`config.mk`:
```
export PLATFORM = sky130hd
export DESIGN_NAME = v_mask_gen_flat
export DESIGN_NICKNAME = d
export VERILOG_FILES = /design/src/rtl/v_mask_gen_if.sv /design/src/rtl/v_mask_gen.sv /design/src/flat_wrapper.sv
export SDC_FILE = /design/constraint.sdc
export NUM_CORES = 1
export LEC_CHECK = 0
export ABC_AREA = 1
export ABC_CLOCK_PERIOD_IN_PS = 4800
export CORE_ASPECT_RATIO = 1.25
export CORE_MARGIN = 2
export CORE_UTILIZATION = 30
export DETAILED_ROUTE_END_ITERATION = 10
export SETUP_SLACK_MARGIN = 0.02
export SLEW_MARGIN = 20
export SYNTH_ARGS = -nofsm -noshare
export SYNTH_HDL_FRONTEND = slang
export SYNTH_SLANG_ARGS = --single-unit
```
`constraint.sdc`:
```
create_clock -name clk -period 4.8 [get_ports clk]
set_input_delay 0.96 -clock clk [delete_from_list [all_inputs] [get_ports clk]]
set_output_delay 0.96 -clock clk [all_outputs]
set_load 0.01 [all_outputs]
```
`src/rtl/v_mask_gen_if.sv`:
```
// Request/stream interface of the mask-stream generator.
// The requester (master) drives the request fields and observes in_ready and the beat outputs.
// The generator (slave) consumes requests and drives the mask beats.
interface v_mask_gen_if #(
    parameter int DATA_WIDTH  = 64,
    parameter int ADDR_WIDTH  = 32,
    parameter int COUNT_WIDTH = 16
);
    logic                   in_valid;
    logic [COUNT_WIDTH-1:0] in_vl;
    logic [COUNT_WIDTH-1:0] in_count;
    logic [ADDR_WIDTH-1:0]  in_addr;
    logic                   in_ready;
    logic [DATA_WIDTH-1:0]  out_vec;
    logic [ADDR_WIDTH-1:0]  out_addr;
    logic                   out_valid;
    logic                   out_end;

    modport master (
        output in_valid,
        output in_vl,
        output in_count,
        output in_addr,
        input  in_ready,
        input  out_vec,
        input  out_addr,
        input  out_valid,
        input  out_end
    );

    modport slave (
        input  in_valid,
        input  in_vl,
        input  in_count,
        input  in_addr,
        output in_ready,
        output out_vec,
        output out_addr,
        output out_valid,
        output out_end
    );
endinterface

```
`src/rtl/v_mask_gen.sv`:
```
// Mask-stream generator: expands (vl, count) into a stream of DATA_WIDTH-bit
// prefix-mask words, one per cycle at consecutive addresses. The first
// min(count, vl) bits of the stream are 1; the rest up to vl are 0.
module v_mask_gen #(
    parameter int DATA_WIDTH  = 64,
    parameter int ADDR_WIDTH  = 32,
    parameter int COUNT_WIDTH = 16
) (
    input  logic          clk,
    input  logic          rst,
    v_mask_gen_if.slave   bus
);

    localparam int LOG2_DW = (DATA_WIDTH > 1) ? $clog2(DATA_WIDTH) : 1;

    // Word width and word width minus one at the widened (COUNT_WIDTH+1) precision,
    // so a maximum in_vl rounds up without overflowing.
    localparam logic [COUNT_WIDTH:0]   DW_EXT_C    = (COUNT_WIDTH+1)'(DATA_WIDTH);
    localparam logic [COUNT_WIDTH:0]   DW_M1_EXT_C = (COUNT_WIDTH+1)'(DATA_WIDTH - 1);
    localparam logic [COUNT_WIDTH-1:0] DW_C        = COUNT_WIDTH'(DATA_WIDTH);
    localparam logic [COUNT_WIDTH-1:0] CNT_ZERO_C  = {COUNT_WIDTH{1'b0}};
    localparam logic [COUNT_WIDTH-1:0] CNT_ONE_C   = {{(COUNT_WIDTH-1){1'b0}}, 1'b1};
    localparam logic [ADDR_WIDTH-1:0]  ADDR_ZERO_C = {ADDR_WIDTH{1'b0}};
    localparam logic [ADDR_WIDTH-1:0]  ADDR_ONE_C  = {{(ADDR_WIDTH-1){1'b0}}, 1'b1};
    localparam logic [DATA_WIDTH-1:0]  VEC_ZERO_C  = {DATA_WIDTH{1'b0}};
    localparam logic [DATA_WIDTH-1:0]  VEC_ONES_C  = {DATA_WIDTH{1'b1}};

    typedef enum logic [0:0] {
        ST_IDLE = 1'b0,
        ST_EMIT = 1'b1
    } state_t;

    // Mask word for a beat that still has `ones` leading ones to place.
    function automatic logic [DATA_WIDTH-1:0] f_mask_word(input logic [COUNT_WIDTH-1:0] ones);
        logic [DATA_WIDTH-1:0] word;
        if ({1'b0, ones} >= DW_EXT_C) begin
            word = VEC_ONES_C;
        end else begin
            word = ~(VEC_ONES_C << ones[LOG2_DW-1:0]);
        end
        return word;
    endfunction

    // Ones still to place after one beat has consumed up to DATA_WIDTH of them.
    function automatic logic [COUNT_WIDTH-1:0] f_ones_after(input logic [COUNT_WIDTH-1:0] ones);
        logic [COUNT_WIDTH-1:0] rem;
        if ({1'b0, ones} >= DW_EXT_C) begin
            rem = ones - DW_C;
        end else begin
            rem = CNT_ZERO_C;
        end
        return rem;
    endfunction

    // State and stream bookkeeping. r_beats_left counts beats still to emit
    // after the one currently on the outputs.
    state_t                 r_state;
    logic [COUNT_WIDTH-1:0] r_beats_left;
    logic [COUNT_WIDTH-1:0] r_ones_rem;
    logic [ADDR_WIDTH-1:0]  r_next_addr;
    logic [DATA_WIDTH-1:0]  r_out_vec;
    logic [ADDR_WIDTH-1:0]  r_out_addr;
    logic                   r_out_valid;
    logic                   r_out_end;

    state_t                 w_state_nxt;
    logic [COUNT_WIDTH-1:0] w_beats_left_nxt;
    logic [COUNT_WIDTH-1:0] w_ones_rem_nxt;
    logic [ADDR_WIDTH-1:0]  w_next_addr_nxt;
    logic [DATA_WIDTH-1:0]  w_out_vec_nxt;
    logic [ADDR_WIDTH-1:0]  w_out_addr_nxt;
    logic                   w_out_valid_nxt;
    logic                   w_out_end_nxt;

    logic                   w_ready;
    logic                   w_accept;
    logic [COUNT_WIDTH:0]   w_vl_round;
    logic [COUNT_WIDTH:0]   w_req_beats_ext;
    logic [COUNT_WIDTH-1:0] w_req_beats;
    logic [COUNT_WIDTH-1:0] w_req_ones;

    assign w_ready  = (r_state == ST_IDLE);
    assign w_accept = bus.in_valid & w_ready;

    // ceil(vl / DATA_WIDTH) computed one bit wider than the count so vl at
    // its maximum still rounds up correctly.
    assign w_vl_round      = {1'b0, bus.in_vl} + DW_M1_EXT_C;
    assign w_req_beats_ext = w_vl_round >> LOG2_DW;
    assign w_req_beats     = w_req_beats_ext[COUNT_WIDTH-1:0];

    // Clamp the count to vl so tail bits past vl are never set.
    assign w_req_ones = (bus.in_count > bus.in_vl) ? bus.in_vl : bus.in_count;

    // Next-state and next-beat logic; outputs default to zero so an idle cycle
    // always presents a clean, all-zero beat.
    always_comb begin
        w_state_nxt      = r_state;
        w_beats_left_nxt = r_beats_left;
        w_ones_rem_nxt   = r_ones_rem;
        w_next_addr_nxt  = r_next_addr;
        w_out_vec_nxt    = VEC_ZERO_C;
        w_out_addr_nxt   = ADDR_ZERO_C;
        w_out_valid_nxt  = 1'b0;
        w_out_end_nxt    = 1'b0;

        case (r_state)
            ST_IDLE: begin
                if (w_accept && (bus.in_vl != CNT_ZERO_C)) begin
                    // First beat is driven straight from the request.
                    w_state_nxt      = ST_EMIT;
                    w_out_valid_nxt  = 1'b1;
                    w_out_vec_nxt    = f_mask_word(w_req_ones);
                    w_out_addr_nxt   = bus.in_addr;
                    w_out_end_nxt    = (w_req_beats == CNT_ONE_C);
                    w_beats_left_nxt = w_req_beats - CNT_ONE_C;
                    w_ones_rem_nxt   = f_ones_after(w_req_ones);
                    w_next_addr_nxt  = bus.in_addr + ADDR_ONE_C;
                end else begin
                    // Nothing accepted, or an empty request that is simply consumed.
                    w_state_nxt = ST_IDLE;
                end
            end

            ST_EMIT: begin
                if (r_beats_left == CNT_ZERO_C) begin
                    // The beat on the outputs was the last one.
                    w_state_nxt      = ST_IDLE;
                    w_beats_left_nxt = CNT_ZERO_C;
                    w_ones_rem_nxt   = CNT_ZERO_C;
                    w_next_addr_nxt  = ADDR_ZERO_C;
                end else begin
                    w_state_nxt      = ST_EMIT;
                    w_out_valid_nxt  = 1'b1;
                    w_out_vec_nxt    = f_mask_word(r_ones_rem);
                    w_out_addr_nxt   = r_next_addr;
                    w_out_end_nxt    = (r_beats_left == CNT_ONE_C);
                    w_beats_left_nxt = r_beats_left - CNT_ONE_C;
                    w_ones_rem_nxt   = f_ones_after(r_ones_rem);
                    w_next_addr_nxt  = r_next_addr + ADDR_ONE_C;
                end
            end

            default: begin
                w_state_nxt      = ST_IDLE;
                w_beats_left_nxt = CNT_ZERO_C;
                w_ones_rem_nxt   = CNT_ZERO_C;
                w_next_addr_nxt  = ADDR_ZERO_C;
            end
        endcase
    end

    // State register and registered beat outputs; reset aborts any stream.
    always_ff @(posedge clk) begin
        if (rst) begin
            r_state      <= ST_IDLE;
            r_beats_left <= CNT_ZERO_C;
            r_ones_rem   <= CNT_ZERO_C;
            r_next_addr  <= ADDR_ZERO_C;
            r_out_vec    <= VEC_ZERO_C;
            r_out_addr   <= ADDR_ZERO_C;
            r_out_valid  <= 1'b0;
            r_out_end    <= 1'b0;
        end else begin
            r_state      <= w_state_nxt;
            r_beats_left <= w_beats_left_nxt;
            r_ones_rem   <= w_ones_rem_nxt;
            r_next_addr  <= w_next_addr_nxt;
            r_out_vec    <= w_out_vec_nxt;
            r_out_addr   <= w_out_addr_nxt;
            r_out_valid  <= w_out_valid_nxt;
            r_out_end    <= w_out_end_nxt;
        end
    end

    assign bus.in_ready  = w_ready;
    assign bus.out_vec   = r_out_vec;
    assign bus.out_addr  = r_out_addr;
    assign bus.out_valid = r_out_valid;
    assign bus.out_end   = r_out_end;

endmodule
```
`src/flat_wrapper.sv`:
```
// flat-port wrapper written by rule: the top's interface ports become plain ports
module v_mask_gen_flat 
#(
    parameter int DATA_WIDTH  = 64,
    parameter int ADDR_WIDTH  = 32,
    parameter int COUNT_WIDTH = 16
)
  (clk, rst, bus_in_valid, bus_in_vl, bus_in_count, bus_in_addr, bus_in_ready, bus_out_vec, bus_out_addr, bus_out_valid, bus_out_end);
  v_mask_gen_if #(.DATA_WIDTH(DATA_WIDTH), .ADDR_WIDTH(ADDR_WIDTH), .COUNT_WIDTH(COUNT_WIDTH)) bus_i ();
  input  logic clk;
  input  logic rst;
  input wire logic [$bits(bus_i.in_valid)-1:0] bus_in_valid;
  input wire logic [$bits(bus_i.in_vl)-1:0] bus_in_vl;
  input wire logic [$bits(bus_i.in_count)-1:0] bus_in_count;
  input wire logic [$bits(bus_i.in_addr)-1:0] bus_in_addr;
  output wire logic [$bits(bus_i.in_ready)-1:0] bus_in_ready;
  output wire logic [$bits(bus_i.out_vec)-1:0] bus_out_vec;
  output wire logic [$bits(bus_i.out_addr)-1:0] bus_out_addr;
  output wire logic [$bits(bus_i.out_valid)-1:0] bus_out_valid;
  output wire logic [$bits(bus_i.out_end)-1:0] bus_out_end;
  assign bus_i.in_valid = bus_in_valid;
  assign bus_i.in_vl = bus_in_vl;
  assign bus_i.in_count = bus_in_count;
  assign bus_i.in_addr = bus_in_addr;
  assign bus_in_ready = bus_i.in_ready;
  assign bus_out_vec = bus_i.out_vec;
  assign bus_out_addr = bus_i.out_addr;
  assign bus_out_valid = bus_i.out_valid;
  assign bus_out_end = bus_i.out_end;
  v_mask_gen #(.DATA_WIDTH(DATA_WIDTH), .ADDR_WIDTH(ADDR_WIDTH), .COUNT_WIDTH(COUNT_WIDTH)) u_core (.clk(clk), .rst(rst), .bus(bus_i));
endmodule
```
==> results summary <==
The relative contribution of combinational cells to total power is 0.285. Headroom to the max-slew limit came out at 0.3491. Traced cell by cell, the critical path runs through clkdlybuf4s50_1, inv_1, ha_1, nand2_1, o21ai_0, a21oi_2, nand2_4, nand2_4, buf_4, nand2_1, nand2_1, inv_1, nor2_1, nor2_1, o21ai_0, o22ai_1, nand2_1, nand2_1. The core occupancy in the finished layout is 0.3808. The share of synthesized cell area in and, or, nand and nor gates came out at 0.3372.

The time the final worst path needs with I/O delays and setup is about 4.1 ns. For met2 alone, demand over resource in global routing was 0.3395. The portion of the post-synthesis area used by sequential elements came out at 0.3152. The synthesized net count is between 1500 and 2000.

The die covers approximately 36000 um^2. The via density per instance is approximately 5. In this run the static leakage power is 0.005563 uW. The fraction of final layout cells with drive strength greater than 1 came out at 0.06843. The library cell used most frequently in the layout, excluding fill and tap cells, is nand2_1.

The clock tree buffer depth is 2. For this run, design rule violations remaining after detail routing come to 0. The sequential standard cell area came out at 3243 um^2.

The post-route clock skew is about 0.0075 ns. The final number of max-transition violations is 0. The type of the worst setup path is primary input to register.

The clock latency of the later-clocked register in the worst-skew pair came out at between 0.4 and 0.5 ns. The cell area that synthesis handed to floorplanning was around 10000 um^2. The number of nets in the finished design is approximately 1800.

The iteration count of the initial detailed-routing pass is 7. The launching element type of the critical path is a primary input. The global-route usage over all layers is 0.1980.

The number of antenna violations at the first check in global routing is 0. The total number of H-tree levels is 4. Setup violations remaining at the end of the flow were counted as 0. In the finished design, the share of the clock period the worst path needs comes to 0.8626.

The total CTS buffers is 17. The congestion estimate from routability-driven global placement came to roughly 0.90. The register bit total from synthesis came out at between 150 and 200.

The part of the total power dissipated in sequential elements is 0.389. The slowest stage of the critical path belongs to the cell clkdlybuf4s50_1. After floorplanning, the core was sized to cover around 34000 um^2.

Row generation in the floorplan step produced 75 rows. In this run the horizontal extent of the chip is ~170 um. The residual overflow from global routing came out at 0.

The required arrival time at the worst endpoint is roughly 5.1 ns. The total power per unit cell area is around 320 nW/um^2. The number of warning messages in the yosys log is 0. Setup repair after global routing left no endpoint under its margin. The area added between synthesis and finish is 24.67%. The post-layout total power came out at 4088 uW.

The transition time at the pin with the least slew margin came out at a little under 1 ns. The antenna diode count came out at 0. The worst hold path belongs to the class register to register. Counting the fill cells in the layout gives approximately 3500.

The share of synthesized cell area in full adder, half adder and majority cells came out at 0.03162. The maximum number of pins on one net before global-route repair is slightly above 80. The die is roughly 210 um tall. The proportion of register bits with asynchronous set or reset after synthesis came out at 0. In the layout the commonest cells are nand2_1, inv_1, clkdlybuf4s50_1. The number of global-route vias before repair is 10470. The clock transition time at the flip-flop clock pins of the worst setup and hold paths is approximately 0.06 ns. The total net switching power came out at 1351 uW. The data arrival time at the worst-slack endpoint came out at around 4.5 ns.

The worst-case IR drop observed on VDD is about 0.26 mV. The xor-xnor portion of the synthesized cell area came out at 0.02639. Yosys mapped a number of flops with a built-in enable equal to 0. The final wirelength is 35.21 mm. The internal portion of the total power is 2736 uW. The global routing stage identified its most utilized layer as met2.

The number of violations of the max-capacitance limit came out at 0. The post-cts repair resize count is 0. During placement, the flow inserted port buffers numbering ~170. The number of hold violations in the final report is 0. The final route contains ~11000 vias. Dividing the detail-routed wire length by the instance count gives 16.28 um. Post-CTS timing repair inserted 0 buffers for setup.

The predominant post-synthesis flop cell is dfxtp_1. The number of clock sinks is 162. The count of boundary I/O pins is 166.

The quantity of hold-fixing buffers added after cts came out at 0. The net switching share of the total power came out at 0.3306. The number of standard cells after synthesis came out at 1597. In the global route stage, met1 resource usage came out at 0.2558.

The run finished with clean final reports. The CTS root buffer is clkbuf_16. The number of nets still failing antenna checks after routing came out at 0.

The detailed router finished its first iteration with 759 violations. The initial standard-cell utilization of the core is 0.3054. The detailed placement HPWL came out at roughly 26 mm.

In this run the worst path has a maximum fanout of 22. The element type at the critical path end is a register. The portion of synthesized area spent on multiplexers is 0. The area occupied by multi-input gates is 6022 um^2. The maximum operating frequency came out at approximately 240 MHz. After synthesis, the largest family of logic cells by area is simple AND/OR/NAND/NOR gates. The met3 layer usage reported by global route came out at 0.03391. Counting distinct cell types in the post-synthesis netlist gives a little under 60. The clock tree from TritonCTS is built. The global-route wire length before repair came out at between 50 and 60 mm. By instance count, the cell type seen most on the critical path is nand2_1. The synthesized area divided by synthesized cell count came out at 6.442 um^2. The complex-gate fraction of the synthesized area came out at 0.1889. The largest single stage delay on the critical path is 0.56 ns.

The relative contribution of the clock network to total power is 0.325. The accumulated negative setup slack came out at 0 ns.
[per-layer routing]
| metal | part of all wire | wire [um] |
|---|---|---|
| met1 | 0.45 | 15770 |
| met2 | 0.49 | 17090 |
| met3 | 0.048 | 1704 |
| met4 | 0.018 | 646 |
| met5 | 0 | 0 |
[state kept, by name (all words and copies together) (netlist names)]
name and flops:
u_core.bus.out_addr 32, u_core.bus.out_end 1, u_core.bus.out_vec 64, u_core.r_beats_left 16, u_core.r_next_addr 32, u_core.r_ones_rem 16
u_core.r_state 1
[logic make-up after synthesis]
family	Yosys count
AOI/OAI and AO/OA	353
xor gates and xnor gates	31
adders and majority gates	26
buffers and inverters	254
DFF	162
and+or+nand+nor	771
[power groups by stage]
stage / Clock (uW) / Combinational [uW] / Sequential, uW
5_1_grt: 1420 / 1300 / 1610
2_1_floorplan: 0 / 671 / 1630
4_1_cts: 1360 / 1170 / 1590
3_5_place_dp: 0 / 1170 / 1620
3_3_place_gp: 0 / 1160 / 1620
6_report: 1330 / 1170 / 1590
[critical path, delay by kind of cell]
family | cells | cell delay, ns
buf+inv | 4 | 1.13
compound gates | 4 | 0.64
simple gates | 9 | 1.44
fa+ha+maj | 1 | 0.30
[cells in the mapped netlist (4+ instances only)]
library cell / number / share of area
nor2_4: 4 / 0.0044
clkbuf_1: 46 / 0.017
nor2_2: 6 / 0.0036
xor2_1: 22 / 0.019
dfxtp_1: 162 / 0.32
xnor2_1: 9 / 0.0077
buf_1: 5 / 0.0018
nor2_1: 135 / 0.049
a221oi_1: 4 / 0.0034
o21bai_1: 4 / 0.0029
inv_2: 8 / 0.0029
nor3_1: 29 / 0.014
nand2_2: 29 / 0.018
ha_1: 26 / 0.032
buf_2: 10 / 0.0049
inv_1: 176 / 0.064
a31oi_1: 23 / 0.014
nand3_1: 115 / 0.056
nand4_1: 22 / 0.013
o22ai_1: 11 / 0.0067
a21oi_1: 140 / 0.068
nand2_1: 395 / 0.14
o21ai_0: 133 / 0.065
o211ai_1: 15 / 0.011
nand2_4: 8 / 0.0088
or2_2: 5 / 0.0030
nor4_1: 6 / 0.0036
[path summary, 6_finish.rpt]
| check | from | to | slack [ns] | depth (start not counted) |
|---|---|---|---|---|
| worst max register to register | u_core.r_beats_left[0] | u_core.bus.out_vec[54] | 1.33 | 16 |
| worst min register to register | u_core.r_next_addr[31] | u_core.bus.out_addr[31] | 0.46 | 2 |
| worst min-delay path | u_core.r_next_addr[31] | u_core.bus.out_addr[31] | 0.46 | 2 |
| worst max-delay path | bus_in_vl[15] | u_core.bus.out_vec[42] | 0.66 | 18 |
[area by class of cell]
type / instances / area share
multi-input cells: 1181 / 0.4695
clock inverters: 6 / 0.006438
flip-flops and latches: 162 / 0.2528
clock buffers: 22 / 0.03697
well taps: 423 / 0.04126
inverters: 185 / 0.05414
repair buffers: 183 / 0.1389
[through the flow]
stage	worst slack, ns	instances	instance area [um^2]	hold slack, ns
after floorplan	1.249	1597	10290	0.4453
after global placement	0.2440	2134	12270	0.4668
after detailed placement	0.2518	2134	12270	0.4629
after CTS	0.7023	2162	12830	0.4718
after global routing	0.3916	2162	12830	0.5050
final	0.6595	2162	12830	0.4644
Note: power is estimated with default switching activity, not from simulation.
